===== config.mk =====
export PLATFORM = sky130hd
export DESIGN_NAME = fetch_dispatch_queue
export DESIGN_NICKNAME = d
export VERILOG_FILES = /design/src/rtl/fetch_dispatch_queue.sv
export SDC_FILE = /design/constraint.sdc
export NUM_CORES = 2
export LEC_CHECK = 0
export ABC_AREA = 0
export CELL_PAD_IN_SITES_DETAIL_PLACEMENT = 0
export CELL_PAD_IN_SITES_GLOBAL_PLACEMENT = 1
export CORE_MARGIN = 4
export CORE_UTILIZATION = 49
export CTS_CLUSTER_SIZE = 10
export DETAILED_ROUTE_END_ITERATION = 10
export GPL_ROUTABILITY_DRIVEN = 1
export MAX_ROUTING_LAYER = met4
export PLACE_DENSITY = 0.95
export SYNTH_ARGS = -nofsm -noshare
export SYNTH_HDL_FRONTEND = slang
export SYNTH_SLANG_ARGS = --single-unit
export TNS_END_PERCENT = 30

===== constraint.sdc =====
create_clock -name clock -period 10.35 [get_ports clock]
set_input_delay 3.105 -clock clock [delete_from_list [all_inputs] [get_ports clock]]
set_output_delay 3.105 -clock clock [all_outputs]
set_load 0.03 [all_outputs]

===== src/rtl/fetch_dispatch_queue.sv =====
// Circular buffer between fetch and dispatch. It accepts up to three fetch packets per cycle
// and presents the three oldest to dispatch, with slot 2 holding the head.
package fetch_dispatch_queue_pkg;

    typedef struct packed {
        logic        valid;
        logic        bp_pred_taken;
        logic [31:0] pc;
        logic [31:0] inst;
    } IF_ID_PACKET;

endpackage

module fetch_dispatch_queue
    import fetch_dispatch_queue_pkg::*;
#(
    parameter int DEPTH = 8,
    parameter int PTR_W = $clog2(DEPTH),
    parameter int CNT_W = $clog2(DEPTH + 1)
) (
    input  logic              clock,
    input  logic              reset,
    input  logic              squash,
    input  IF_ID_PACKET [2:0] fq_in_pkts,
    output logic              fq_in_ready,
    input  logic [2:0]        dispatch_stall_mask,
    output IF_ID_PACKET [2:0] fq_out_pkts,
    output logic [1:0]        fq_deq_cnt,
    output logic [CNT_W-1:0]  fq_count
);

    IF_ID_PACKET      mem_q [DEPTH];
    IF_ID_PACKET      mem_d [DEPTH];
    logic [PTR_W-1:0] head_q, head_d;
    logic [PTR_W-1:0] tail_q, tail_d;
    logic [CNT_W-1:0] count_q, count_d;

    logic [2:0]       out_valid;
    logic [1:0]       deq_n;
    logic [1:0]       enq_n;
    logic             enq_en;
    logic             consume_ok;
    logic [PTR_W-1:0] rd_idx;
    logic [PTR_W-1:0] wr_idx;

    // Readiness ignores this cycle's dequeue so it never depends on dispatch's stall mask.
    assign fq_in_ready = (count_q <= CNT_W'(DEPTH - 3));
    assign fq_count    = count_q;

    always_comb begin
        fq_out_pkts = '0;
        out_valid   = '0;
        deq_n       = '0;
        consume_ok  = 1'b1;
        rd_idx      = head_q;
        for (int j = 0; j < 3; j++) begin
            rd_idx                 = head_q + PTR_W'(j);
            out_valid[j]           = !squash && (CNT_W'(j) < count_q);
            fq_out_pkts[2-j]       = mem_q[rd_idx];
            fq_out_pkts[2-j].valid = out_valid[j];
            // A taken branch is consumed itself but ends the group behind it.
            if (consume_ok && out_valid[j] && !dispatch_stall_mask[2-j]) begin
                deq_n = deq_n + 2'd1;
                if (mem_q[rd_idx].bp_pred_taken) begin
                    consume_ok = 1'b0;
                end
            end else begin
                consume_ok = 1'b0;
            end
        end
        fq_deq_cnt = deq_n;
    end

    always_comb begin
        mem_d  = mem_q;
        enq_n  = '0;
        wr_idx = tail_q;
        enq_en = fq_in_ready && !squash;
        for (int s = 2; s >= 0; s--) begin
            if (enq_en && fq_in_pkts[s].valid) begin
                mem_d[wr_idx] = fq_in_pkts[s];
                wr_idx        = wr_idx + PTR_W'(1);
                enq_n         = enq_n + 2'd1;
            end
        end
    end

    always_comb begin
        head_d  = head_q + PTR_W'(deq_n);
        tail_d  = wr_idx;
        count_d = count_q + CNT_W'(enq_n) - CNT_W'(deq_n);
        if (squash) begin
            head_d  = '0;
            tail_d  = '0;
            count_d = '0;
        end
    end

    always_ff @(posedge clock or posedge reset) begin
        if (reset) begin
            head_q  <= '0;
            tail_q  <= '0;
            count_q <= '0;
        end else begin
            head_q  <= head_d;
            tail_q  <= tail_d;
            count_q <= count_d;
        end
    end

    // Payload storage is never cleared; occupancy alone decides validity.
    always_ff @(posedge clock) begin
        mem_q <= mem_d;
    end

endmodule


==> metrics <==
Mapped Cells=4735; final setup margin=1230 ps; post-cts gate resize count=0; Slowest cell on crit path=clkdlybuf4s50_1; worst path arrival time=6020 ps; layout cells sized above 1=18.1%; asr flop ratio synth=1.89%; Final Hold Viols=0; hold_sp=mem_q[373]; Cell Area, Synth=0.0428 mm^2; Critical Path Fanout Max=15; effective utilization at floorplan=49.4%; number of nets in the layout=4640; slew margin rel.=10.2%; TNS Setup=0 ps; syn nets=4957; post-CTS setup buffers=0; worst hold path depth=2; clock sinks=530; critical path's largest stage delay=740 ps; unique cell type count in the Yosys netlist=43; number of synthesized flops with an enable pin=0; nature of the critical path endpoint=output port; WL per Instance=35.6 um; clk_lat worst skew=670 ps; Die W=303 um; R2R setup slack=5130 ps; number of fill cells=7466; Setup crit start kind=primary input; CP cell instances=clkdlybuf4s50_1 > buf_4 > a21oi_1 > or4b_4 > or4b_4 > xnor2_1 > clkdlybuf4s50_1; Crit Path Class=in2out; P_leak=0.0163 uW; pin count of the biggest net entering global routing=196; First DRT Iteration DRCs=9860; first-pass GRT wire length=298000 um; total number of vias=48300; drt total wl=200000 um; reg-to-reg endpoint=mem_q[42]; sequential fraction of the synthesis area=24.9%; Rows=108; Main synth FF type=dfxtp_1; port bufs=408; Die ar.=0.0921 mm^2; Worst Hold End=mem_q[373]; vias in the first global route=46400; Core ar.=0.0866 mm^2; gr usage total=42.5%; Slew Limit Fails=0; path depth of the worst reg2reg path=12; yosys warns=0; Final Skew=35.9 ps; Hold Path Class=reg2reg; I/O pins=409; Area Overhead vs Synth=12.1%; drt pass-1 iters=9; Worst VDD drop=0.000242 V; hpwl dp=103000 um; clock buffer count from CTS=61; htree depth=2; CTS tree=built; total gr overflow=0; cts hold-fix bufs=0; pre-CTS setup slack=1230 ps; gpl congestion=0.894; Util after Layout=55.3%; Max Fclk=0.110 GHz; post-DR vias/cell=8.59; Max Cap Violations=0; Fin Hold WS=626 ps; antenna violations before repair=23; pwr dens=320 mW/mm^2; final critical-path required period=9120 ps; RSZ-0062 raised after global routing=no; DRC=0; Antenna Nets Post-Route=0; largest area contributor in the netlist=dfxtp_1; clock root buffer master=clkbuf_16; Die H=303 um; status=complete, no violations; post-synthesis sequential element count=530; Critical Path RT=7250 ps; worst r2r src=fq_count[3]; worst slew pin tran=1340 ps; ranking of synthesized cells by area=dfxtp_1 24%, mux4_2 14%, a221oi_1 11%, o31ai_1 9.1%, mux2_2 8.5%; total power=15300 uW; setup violators final=0; Clk pin slew, worst setup/hold paths=60 ps; Final period util=88.1%; Yosys top cell area share=24.3%; Longest Clk Path Bufs=3; syn_area_per_cell=9.03 um^2
-- cell usage after synthesis, types with 15 or more instances --
master       n
clkbuf_1   684
and3_1     525
nor3_1     523
o31ai_1    521
a221oi_1   520
dfxtp_1    520
mux2_2     323
nand4_1    265
mux4_2     260
o2111ai_1  260
buf_1      182
buf_2       20
inv_1       16
ha_1        15
-- worst max-delay path: cells and delay by family --
| kind | cells | cell delay [ps] |
|---|---|---|
| AO/OA/AOI/OAI | 1 | 200 |
| XOR/XNOR | 1 | 310 |
| buffers and inverters | 3 | 1310 |
| AND/OR/NAND/NOR | 2 | 1070 |
-- sequential cells by signal, summed over array words and instances, names as in the netlist --
| signal | cells |
|---|---|
| mem_q | 520 |
| fq_count | 4 |
| tail_q | 3 |
| head_q | 3 |
-- area by class of cell --
| class | count | area [um^2] | share of cell area, % |
|---|---|---|---|
| antenna | 25 | 62.6 | 0.131 |
| clock buffer | 84 | 1730 | 3.60 |
| clock inverter | 2 | 13.8 | 0.0287 |
| inverter | 16 | 67.6 | 0.141 |
| multi-input combinational | 3302 | 29000 | 60.5 |
| sequential | 530 | 10700 | 22.3 |
| tap | 1155 | 1450 | 3.02 |
| timing repair buffer | 507 | 4960 | 10.4 |
-- cells by family after synthesis --
logic type               share of synthesized area, %
multiplexers                                     22.4
adder cells (fa/ha/maj)                         0.579
AO/OA/AOI/OAI                                    25.5
buffers and inverters                            8.00
flip-flops                                       24.9
XOR/XNOR                                        0.372
AND/OR/NAND/NOR                                  18.3
-- metrics by stage --
step                cell area [um^2]  std cells
finish                         47900       5621
global route                   47900       5619
CTS                            47900       5596
detailed placement             46100       5510
global placement               46100       5510
floorplan                      42800       4735
-- layer usage --
metal	track usage (%)	vias up	routed length, um
met1	52.3	22800	67700
met3	12.7	1317	31800
met5	-	-	0
li1	-	19100	-
met4	29.6	0	16600
met2	59.6	5106	84000
-- cell usage in the layout, fill, tap and decap left out, types with 15 or more instances in the layout --
master / instances
o31ai_1: 521
inv_1: 15
o2111ai_1: 260
a221oi_1: 520
clkdlybuf4s50_1: 408
nand4_1: 265
mux2_2: 323
mux4_2: 260
buf_4: 88
dfxtp_1: 520
nor3_1: 522
diode_2: 25
clkbuf_16: 63
and3_1: 520
-- how the worst max path moves through the flow --
stage               startpoint            end  slack [ps]  cells after the start
finish                  squash  fq_deq_cnt[0]        1230                      7
global route            squash  fq_deq_cnt[0]        1130                      7
CTS                     squash  fq_deq_cnt[0]        1220                      7
detailed placement      squash  fq_deq_cnt[0]        1230                      7
global placement        squash  fq_deq_cnt[0]        1290                      7
floorplan               squash  fq_deq_cnt[0]        1860                      4
-- where the power goes --
group / internal, uW / switching [uW]
registers: 2960 / 789
clock network: 1130 / 942
logic: 3990 / 5520
total: 8090 / 7250
(Power assumes the default switching activity.)
